File: config.mk
export PLATFORM = sky130hd
export DESIGN_NAME = dfi_lp_handshake
export DESIGN_NICKNAME = d
export VERILOG_FILES = /design/src/rtl/dfi_lp_pkg.sv /design/src/rtl/dfi_lp_chan_fsm.sv /design/src/rtl/dfi_lp_handshake.sv
export SDC_FILE = /design/constraint.sdc
export NUM_CORES = 1
export LEC_CHECK = 0
export CORE_AREA = 5 5 69 71
export CTS_BUF_LIST = sky130_fd_sc_hd__clkbuf_4 sky130_fd_sc_hd__clkbuf_8
export CTS_CLUSTER_DIAMETER = 50
export DETAILED_ROUTE_END_ITERATION = 8
export DIE_AREA = 0 0 74 76
export PLACE_DENSITY = 0.82
export SYNTH_ARGS = -nofsm -noshare
export SYNTH_HDL_FRONTEND = slang
export SYNTH_SLANG_ARGS = --single-unit
File: constraint.sdc
create_clock -name clock -period 2.7 [get_ports clock]
set_clock_uncertainty 0.05 [all_clocks]
set_input_delay 0.405 -clock clock [delete_from_list [all_inputs] [get_ports clock]]
set_output_delay 0.405 -clock clock [all_outputs]
set_load 0.02 [all_outputs]
File: src/rtl/dfi_lp_pkg.sv
// Shared types and default parameters for the DFI low-power handshake controller.
package dfi_lp_pkg;

    // Per-channel handshake states
    typedef enum logic [2:0] {
        IDLE,
        REQ,
        LP,
        EXIT,
        BACKOFF
    } lp_state_e;

    // Cycles req may stay high without ack before it must drop (>= 2)
    localparam int DEF_TLP_RESP       = 8;
    // Cycles ack may linger after req drops before an exit error is flagged
    localparam int DEF_TLP_WAKEUP_MAX = 64;
    // Width of the DFI wakeup codes
    localparam int DEF_WAKEUP_W       = 6;

endpackage

File: src/rtl/dfi_lp_chan_fsm.sv
// One DFI low-power channel: request/acknowledge FSM, response and wakeup
// counters, and registered DFI-facing outputs.
module dfi_lp_chan_fsm
    import dfi_lp_pkg::*;
#(
    parameter int TLP_RESP       = DEF_TLP_RESP,
    parameter int TLP_WAKEUP_MAX = DEF_TLP_WAKEUP_MAX,
    parameter int WAKEUP_W       = DEF_WAKEUP_W
) (
    input  logic                clock,
    input  logic                reset,
    input  logic                init_start,
    input  logic                busy,
    input  logic                lp_enter,
    input  logic [WAKEUP_W-1:0] wakeup_in,
    input  logic                lp_ack,
    output logic                lp_req,
    output logic [WAKEUP_W-1:0] lp_wakeup,
    output logic                in_lp,
    output logic                timeout,
    output logic                exit_err,
    output logic                proto_err
);

    localparam int RESP_CW = $clog2(TLP_RESP + 1);
    localparam int WAKE_CW = $clog2(TLP_WAKEUP_MAX + 1);
    localparam logic [RESP_CW-1:0] RESP_LAST = RESP_CW'(TLP_RESP - 1);
    localparam logic [RESP_CW-1:0] RESP_MAX  = RESP_CW'(TLP_RESP);
    localparam logic [WAKE_CW-1:0] WAKE_LAST = WAKE_CW'(TLP_WAKEUP_MAX - 1);
    localparam logic [WAKE_CW-1:0] WAKE_MAX  = WAKE_CW'(TLP_WAKEUP_MAX);

    lp_state_e           state_reg, state_next;
    logic [RESP_CW-1:0]  resp_cnt_reg, resp_cnt_next;
    logic [WAKE_CW-1:0]  wake_cnt_reg, wake_cnt_next;
    logic [WAKEUP_W-1:0] wakeup_reg, wakeup_next;
    logic                req_reg, in_lp_reg, ack_d_reg;
    logic                timeout_reg, timeout_next;
    logic                exit_err_reg, exit_err_next;
    logic                proto_err_reg, proto_err_next;
    logic                ack_rise;

    // An ack edge while no request is outstanding is a PHY protocol violation
    assign ack_rise = lp_ack & ~ack_d_reg;

    // State, counters and outputs; outputs follow the next state so they line up with transitions
    always_ff @(posedge clock or negedge reset) begin
        if (!reset) begin
            state_reg     <= IDLE;
            resp_cnt_reg  <= '0;
            wake_cnt_reg  <= '0;
            wakeup_reg    <= '0;
            req_reg       <= 1'b0;
            in_lp_reg     <= 1'b0;
            ack_d_reg     <= 1'b0;
            timeout_reg   <= 1'b0;
            exit_err_reg  <= 1'b0;
            proto_err_reg <= 1'b0;
        end else begin
            state_reg     <= state_next;
            resp_cnt_reg  <= resp_cnt_next;
            wake_cnt_reg  <= wake_cnt_next;
            wakeup_reg    <= wakeup_next;
            req_reg       <= (state_next == REQ) || (state_next == LP);
            in_lp_reg     <= (state_next == LP);
            ack_d_reg     <= lp_ack;
            timeout_reg   <= timeout_next;
            exit_err_reg  <= exit_err_next;
            proto_err_reg <= proto_err_next;
        end
    end

    // Next-state, counter and pulse decisions; counters fall back to zero on any state change
    always_comb begin
        state_next     = state_reg;
        resp_cnt_next  = '0;
        wake_cnt_next  = '0;
        wakeup_next    = wakeup_reg;
        timeout_next   = 1'b0;
        exit_err_next  = 1'b0;
        proto_err_next = 1'b0;
        case (state_reg)
            IDLE: begin
                proto_err_next = ack_rise;
                // Wakeup code is captured only here, so later input changes wait for the next entry
                if (lp_enter && !busy && !init_start && !lp_ack) begin
                    state_next  = REQ;
                    wakeup_next = wakeup_in;
                end
            end
            REQ: begin
                // Withdrawal beats both ack and timeout
                if (init_start || !lp_enter) begin
                    state_next = EXIT;
                end else if (lp_ack) begin
                    state_next = LP;
                end else if (resp_cnt_reg == RESP_LAST) begin
                    state_next   = BACKOFF;
                    timeout_next = 1'b1;
                end else begin
                    resp_cnt_next = (resp_cnt_reg < RESP_MAX) ? resp_cnt_reg + 1'b1 : resp_cnt_reg;
                end
            end
            LP: begin
                if (!lp_ack) begin
                    state_next     = EXIT;
                    proto_err_next = 1'b1;
                end else if (init_start || !lp_enter) begin
                    state_next = EXIT;
                end
            end
            EXIT: begin
                if (!lp_ack) begin
                    state_next = IDLE;
                end else begin
                    wake_cnt_next = (wake_cnt_reg < WAKE_MAX) ? wake_cnt_reg + 1'b1 : wake_cnt_reg;
                    // Saturation past WAKE_LAST keeps this a single pulse
                    exit_err_next = (wake_cnt_reg == WAKE_LAST);
                end
            end
            BACKOFF: begin
                proto_err_next = ack_rise;
                // No automatic retry: power management must withdraw before asking again
                if (!lp_enter) begin
                    state_next = IDLE;
                end
            end
            default: state_next = IDLE;
        endcase
    end

    assign lp_req    = req_reg;
    assign lp_wakeup = wakeup_reg;
    assign in_lp     = in_lp_reg;
    assign timeout   = timeout_reg;
    assign exit_err  = exit_err_reg;
    assign proto_err = proto_err_reg;

endmodule

File: src/rtl/dfi_lp_handshake.sv
// MC-side DFI low-power handshake: independent ctrl and data channels sharing init_start.
module dfi_lp_handshake
    import dfi_lp_pkg::*;
#(
    parameter int TLP_RESP       = DEF_TLP_RESP,
    parameter int TLP_WAKEUP_MAX = DEF_TLP_WAKEUP_MAX,
    parameter int WAKEUP_W       = DEF_WAKEUP_W
) (
    input  logic                clock,
    input  logic                reset,
    input  logic                init_start,
    input  logic                cmd_busy,
    input  logic                rw_busy,
    input  logic                ctrl_lp_enter,
    input  logic                data_lp_enter,
    input  logic [WAKEUP_W-1:0] ctrl_wakeup_in,
    input  logic [WAKEUP_W-1:0] data_wakeup_in,
    input  logic                lp_ctrl_ack,
    input  logic                lp_data_ack,
    output logic                lp_ctrl_req,
    output logic                lp_data_req,
    output logic [WAKEUP_W-1:0] lp_ctrl_wakeup,
    output logic [WAKEUP_W-1:0] lp_data_wakeup,
    output logic                ctrl_in_lp,
    output logic                data_in_lp,
    output logic                ctrl_timeout,
    output logic                data_timeout,
    output logic                ctrl_exit_err,
    output logic                data_exit_err,
    output logic                ctrl_proto_err,
    output logic                data_proto_err
);

    // Channel 0 is ctrl (gated by command traffic), channel 1 is data (gated by read/write traffic)
    localparam int NCH = 2;

    logic [NCH-1:0]      busy_vec, enter_vec, ack_vec;
    logic [NCH-1:0]      req_vec, in_lp_vec, timeout_vec, exit_err_vec, proto_err_vec;
    logic [WAKEUP_W-1:0] wakeup_in_arr  [NCH];
    logic [WAKEUP_W-1:0] wakeup_out_arr [NCH];

    assign busy_vec         = {rw_busy, cmd_busy};
    assign enter_vec        = {data_lp_enter, ctrl_lp_enter};
    assign ack_vec          = {lp_data_ack, lp_ctrl_ack};
    assign wakeup_in_arr[0] = ctrl_wakeup_in;
    assign wakeup_in_arr[1] = data_wakeup_in;

    genvar gi;
    generate
        for (gi = 0; gi < NCH; gi++) begin : g_chan
            dfi_lp_chan_fsm #(
                .TLP_RESP       (TLP_RESP),
                .TLP_WAKEUP_MAX (TLP_WAKEUP_MAX),
                .WAKEUP_W       (WAKEUP_W)
            ) u_chan (
                .clock      (clock),
                .reset      (reset),
                .init_start (init_start),
                .busy       (busy_vec[gi]),
                .lp_enter   (enter_vec[gi]),
                .wakeup_in  (wakeup_in_arr[gi]),
                .lp_ack     (ack_vec[gi]),
                .lp_req     (req_vec[gi]),
                .lp_wakeup  (wakeup_out_arr[gi]),
                .in_lp      (in_lp_vec[gi]),
                .timeout    (timeout_vec[gi]),
                .exit_err   (exit_err_vec[gi]),
                .proto_err  (proto_err_vec[gi])
            );
        end
    endgenerate

    assign lp_ctrl_req    = req_vec[0];
    assign lp_data_req    = req_vec[1];
    assign lp_ctrl_wakeup = wakeup_out_arr[0];
    assign lp_data_wakeup = wakeup_out_arr[1];
    assign ctrl_in_lp     = in_lp_vec[0];
    assign data_in_lp     = in_lp_vec[1];
    assign ctrl_timeout   = timeout_vec[0];
    assign data_timeout   = timeout_vec[1];
    assign ctrl_exit_err  = exit_err_vec[0];
    assign data_exit_err  = exit_err_vec[1];
    assign ctrl_proto_err = proto_err_vec[0];
    assign data_proto_err = proto_err_vec[1];

endmodule
# Yosys cells after proc, flatten, opt, wreduce, memory -nomap -nowiden
# Index checks and enable logic that the tools add are counted.
# W data, S select, Z words.
dict set report word_totals {
  register_bits 52
  input_bits 21
  out_inout_bits 22
  elab_cells 125
}
dict set report classes {
  add_sub_neg 4
  order_cmp 4
  n_eq_ne 20
  n_mux 50
  bitwise_logic 4
  n_reduce_logical 23
}
# op count
set ops {}
lappend ops {{$mux W3} 16}
lappend ops {{$mux W7} 6}
lappend ops {{$mux W4} 10}
lappend ops {{$pmux W3 S5} 2}
lappend ops {{$eq A3 B2 Y1 const B} 6}
lappend ops {{$add A7 B1 Y7 const B} 2}
lappend ops {{$eq A7 B6 Y1 const B} 2}
lappend ops {{$lt A7 B7 Y1 const B} 2}
lappend ops {{$mux W1} 14}
lappend ops {{$eq A3 B1 Y1 const B} 4}
lappend ops {{$ne A5 B2 Y1 const B} 2}
lappend ops {{$add A4 B1 Y4 const B} 2}
lappend ops {{$eq A4 B3 Y1 const B} 2}
lappend ops {{$lt A4 B4 Y1 const B} 2}
lappend ops {{$logic_not A1 Y1} 7}
lappend ops {{$eq A3 B3 Y1 const B} 2}
lappend ops {{$logic_and A1 B1 Y1} 6}
lappend ops {{$logic_not A3 Y1} 2}
lappend ops {{$ne A3 B2 Y1 const B} 2}
lappend ops {{$logic_or A1 B1 Y1} 4}
lappend ops {{$pmux W1 S2} 2}
lappend ops {{$reduce_and A2 Y1} 2}
lappend ops {{$reduce_or A2 Y1} 2}
lappend ops {{$and A1 B1 Y1} 2}
lappend ops {{$not A1 Y1} 2}

# Logic depth before layout (Yosys ltp)
dict set report depth {
  depth_word 8
  mapped_depth 5
  depth_no_buf 5
}

# Modules after synthesis
# From an unflattened synthesis, not the netlist that was laid out.
dict set report hier_totals {
  hier_cells 196
  hier_area_um2 2344.7
}
# module n_inst cells_each area_per_inst_um2 seq_area_each_um2
set by_module_without_submodules {}
lappend by_module_without_submodules {dfi_lp_chan_fsm 2 98 1172.4 650.6}

# Worst setup path before layout
# OpenSTA, ideal clock, no wires.
dict set report synth_path {
  path_type {reg2reg}
  start {register g_chan[1].u_chan.state_reg[1]}
  end {register g_chan[1].u_chan.wakeup_reg[0]}
  setup_ns 0.125
  arrival_ns 1.607
  t_required_ns 2.525
  slack_ns 0.918
  stages_incl_launch_ff 5
  path_buffers 1
  period_less_slack_ns 1.782
  cell_sequence {dfrtp_1 or3_1 or4_1 buf_6 mux2_4}
}
dict set report synth_between {
  elab_chain_cells 2
}
# element line
set synth_rtl {}
lappend synth_rtl {{from (decl)} dfi_lp_chan_fsm.sv:32} ;# lp_state_e state_reg, state_next;
lappend synth_rtl {{from (signal assigned)} dfi_lp_chan_fsm.sv:59} ;# state_reg <= state_next;
lappend synth_rtl {{$logic_not A3 Y1} dfi_lp_chan_fsm.sv:81} ;# case (state_reg)
lappend synth_rtl {{$reduce_and A2 Y1 (no source line)} n/a}
lappend synth_rtl {{to (signal assigned)} dfi_lp_chan_fsm.sv:62} ;# wakeup_reg <= wakeup_next;
lappend synth_rtl {{to (decl)} dfi_lp_chan_fsm.sv:35} ;# logic [WAKEUP_W-1:0] wakeup_reg, wakeup_next;
# Every way passes these cells.
# A chain may end at the register's enable or synchronous reset.

# Worst setup path after layout
dict set report layout_path {
  start {input init_start}
  end {register g_chan[1].u_chan.wakeup_reg[5]}
}
dict set report layout_between {
  elab_chain_cells 4
}
# element line
set layout_rtl {}
lappend layout_rtl {{from (decl)} dfi_lp_handshake.sv:11} ;# input logic init_start,
lappend layout_rtl {{$logic_not A1 Y1} dfi_lp_chan_fsm.sv:85} ;# if (lp_enter && !busy && !init_start && !lp_ack) begin
lappend layout_rtl {{$logic_and A1 B1 Y1 (2 in a row)} dfi_lp_chan_fsm.sv:85}
lappend layout_rtl {{$reduce_and A2 Y1 (no source line)} n/a}
# Every way passes these cells.

==> impl_metrics.py <==
metrics = {
    "layout": {
        "final_layout_size_suffix_gt1_share_pct": 7.79,
        "layout.cells.most_common": "sky130_fd_sc_hd__dfrtp_1",
        "nNetsFinal": 255,
        "filler_cell_count": 341,
        "finalNonFillerCells": 283,
        "antennaDiodeCount": 0,
        "most-common-layout-cells": "sky130_fd_sc_hd__dfrtp_1 (52), sky130_fd_sc_hd__clkdlybuf4s50_1 (41), sky130_fd_sc_hd__nor2_1 (31), sky130_fd_sc_hd__xor2_1 (10), sky130_fd_sc_hd__nand3_1 (8)",
        "flow.area_growth_from_synthesis_pct": 26.1,
        "largest_register_ffs": 14,
    },
    "detailed_routing": {
        "drc": 0,
        "firstDrtPassIters": 4,
        "route.final.wire_length_um": 3790,
        "1st_iter_drt_viols": 50,
        "routedWlPerCell_um": 13.4,
        "dr_wl_met2_um": 1610,
        "met3_length_um": 407,
        "ant_nets": 0,
        "drt-vias-per-instance": 5.30,
        "detail_route.wirelength.met1_um": 1720,
        "maxUsedRoutingLayer": "met4",
        "dr_total_vias": 1501,
    },
    "critical_path": {
        "setup_slack_reg_to_reg_ns": 0.67,
        "timing.critical_path.depth": 4,
        "cp.buffers_inverters": 1,
        "setup.worst_path.class": "in -> reg",
        "worst_path_dominant_cell_family": "simple AND/OR/NAND/NOR gates",
        "worst-endpoint-required_ns": 2.83,
        "critical_path.max_fanout": 7,
        "arrival_ns": 2.20,
        "critPathCaptureType": "register",
        "critical_path.max_stage_delay_ns": 0.75,
        "worst_r2r_start": "g_chan[1].u_chan.state_reg[1]",
        "crit_path_start": "init_start",
        "rr_worst_depth": 3,
        "timing.critical_path.from_type": "input port",
        "critPathCapture": "g_chan[1].u_chan.lp_wakeup[5]",
        "crit_slowest_cell": "sky130_fd_sc_hd__or4_1",
        "critical_path.cell_chain": "clkdlybuf4s50_1 > nand2b_1 > or4_1 > mux2_4",
        "r2r-end": "g_chan[1].u_chan.lp_wakeup[5]",
    },
    "timing": {
        "slew-limit-headroom_pct": 55.6,
        "report.final.setup_viol": 0,
        "worst_hold_slack_ns": 0.0877,
        "max_slew.worst_pin.slew_ns": 0.666,
        "grt_setup_unrepaired": "no",
        "finalSetupTns_ns": 0,
        "upper_clock_frequency_limit_ghz": 0.482,
        "drv_slew": 0,
        "layout_worst_path_cycle_share_pct": 76.9,
        "finalWorstPathRequiredPeriod_ns": 2.08,
        "hold_viol": 0,
        "post_route_worst_setup_slack_ns": 0.624,
    },
    "synth": {
        "yosysUniqueCellTypes": 35,
        "syn_inst": 181,
        "syn_nets": 206,
        "mappedNetlistArea_um2": 2210,
        "syn-mean-instance-area_um2": 12.2,
        "ys_seq_elements": 52,
        "yosysWarningCount": 0,
        "seq_area_frac_synth_pct": 58.8,
    },
    "placed_design": {
        "dp.cells": 275,
        "post_place_worst_slack_ns": 0.313,
        "finalWeightedCongestion": 0.731,
        "port-buffer-count": 42,
        "detailedPlacementHpwl_um": 2850,
    },
    "floorplanning": {
        "initial_utilization_pct": 53.0,
        "chipWidth_um": 74,
        "floorplan.io_pins": 43,
        "core_region_area_um2": 4170,
        "die_area_um2": 5620,
        "chipHeight_um": 76,
        "row_count": 24,
    },
    "clock_network": {
        "cts_max_path_buffers": 2,
        "clock_root_buffer": "sky130_fd_sc_hd__clkbuf_8",
        "insertion_delay_ns": 0.29,
        "clock_sink_count": 52,
        "clk_pin_slew_worst_paths_ns": 0.08,
        "post_cts_setup_driven_buffer_insertion_count": 0,
        "htree_num_levels": 2,
        "cts_tree": "yes",
        "cts.repair.resized": 0,
        "holdBufCountCts": 0,
        "cts-buffers-inserted": 5,
    },
    "flow_run": {
        "maxCapViolations": 0,
    },
    "grt": {
        "via_count_of_the_first_global_routing_pass": 1466,
        "grt_max_degree": 32,
        "overflow": 0,
        "grt_first_pass_wirelength_um": 6470,
        "grtUsageTotal_pct": 14.7,
        "antenna_found_initial": 0,
    },
    "pwr": {
        "vdd.ir_drop.worst_mv": 0.575,
        "power_per_cell_area_nw_per_um2": 857,
        "power.leakage_nw": 1.27,
    },
    "status": {
        "status": "complete, no violations",
    },
    "worst_hold_path": {
        "holdCritPathClass": "in -> async",
    },
}
## synthesized netlist by cell type
cell type | count | area, µm²
sky130_fd_sc_hd__clkbuf_1 | 1 | 3.75
sky130_fd_sc_hd__o311ai_1 | 1 | 8.76
sky130_fd_sc_hd__nand3b_1 | 4 | 30.0
sky130_fd_sc_hd__nor2_1 | 31 | 116
sky130_fd_sc_hd__buf_6 | 1 | 11.3
sky130_fd_sc_hd__o21a_1 | 1 | 7.51
sky130_fd_sc_hd__o2111ai_1 | 1 | 8.76
sky130_fd_sc_hd__nor3b_1 | 1 | 7.51
sky130_fd_sc_hd__dfrtp_1 | 52 | 1300
sky130_fd_sc_hd__inv_1 | 3 | 11.3
sky130_fd_sc_hd__mux2i_1 | 5 | 50.1
sky130_fd_sc_hd__mux2_4 | 6 | 90.1
sky130_fd_sc_hd__a31o_1 | 2 | 17.5
sky130_fd_sc_hd__a21oi_1 | 4 | 20.0
sky130_fd_sc_hd__and3b_1 | 1 | 8.76
sky130_fd_sc_hd__a41o_1 | 2 | 20.0
sky130_fd_sc_hd__or4_1 | 2 | 15.0
sky130_fd_sc_hd__nor2b_1 | 7 | 43.8
sky130_fd_sc_hd__nand4_1 | 1 | 6.26
sky130_fd_sc_hd__nand2_1 | 3 | 11.3
sky130_fd_sc_hd__o21ai_0 | 1 | 5.00
sky130_fd_sc_hd__xor2_1 | 10 | 87.6
sky130_fd_sc_hd__a41oi_1 | 2 | 17.5
sky130_fd_sc_hd__nand2b_1 | 5 | 31.3
sky130_fd_sc_hd__and4b_1 | 1 | 10.0
sky130_fd_sc_hd__nand3_1 | 8 | 40.0
sky130_fd_sc_hd__nor4_1 | 1 | 6.26
sky130_fd_sc_hd__a211oi_1 | 1 | 7.51
sky130_fd_sc_hd__xnor2_1 | 4 | 35.0
sky130_fd_sc_hd__o211ai_1 | 1 | 7.51
sky130_fd_sc_hd__nor3_1 | 5 | 25.0
sky130_fd_sc_hd__or3_1 | 2 | 12.5
sky130_fd_sc_hd__mux2_1 | 6 | 67.6
sky130_fd_sc_hd__ha_1 | 4 | 50.1
sky130_fd_sc_hd__nand4_4 | 1 | 21.3
## where the power goes
| group | internal, mW | switching (mW) | total (mW) |
|---|---|---|---|
| registers | 0.957 | 0.127 | 1.08 |
| clock network | 0.229 | 0.227 | 0.456 |
| logic | 0.435 | 0.417 | 0.852 |
## metrics by stage
step                area [µm²]  total power, mW  util [%]
floorplan                 2210             1.57         -
global placement          2690             1.94      64.5
detailed placement        2690             1.96      64.5
CTS                       2790             2.43      66.9
global route              2790             2.55      66.9
finish                    2790             2.39      66.9
## worst min-delay path by stage
stage,start,end,slack [ns],cells past startpoint
final,reset,g_chan[1].u_chan.resp_cnt_reg[2],0.09,1
after global routing,reset,g_chan[1].u_chan.timeout,0.15,1
after CTS,reset,g_chan[1].u_chan.resp_cnt_reg[0],0.11,1
after detailed placement,reset,g_chan[1].u_chan.resp_cnt_reg[0],0.43,1
after global placement,g_chan[0].u_chan.lp_wakeup[4],g_chan[0].u_chan.lp_wakeup[4],0.42,1
after floorplan,reset,g_chan[0].u_chan.ack_d_reg,0.06,0
## routing by layer
metal  track usage, %  up-vias
met5                0        -
met4             4.35        0
met3             6.99        5
met2             21.3       42
met1             19.5      717
li1                 -      737
## logic make-up after synthesis
family / share of synthesized area (%)
multiplexers: 9.38
XOR/XNOR: 5.54
adder cells (fa/ha/maj): 2.26
buffers and inverters: 1.19
AND/OR/NAND/NOR: 17.4
AO/OA/AOI/OAI: 5.43
flip-flops: 58.8
## final cells by class
cell class / count / area, µm² / area share [%]
tap: 52 / 65.1 / 2.33
inverter: 3 / 11.3 / 0.403
multi-input combinational: 124 / 886 / 31.7
sequential: 52 / 1300 / 46.6
clock buffer: 8 / 97.6 / 3.50
timing repair buffer: 44 / 430 / 15.4
Note: power is estimated with default switching activity, not from simulation.
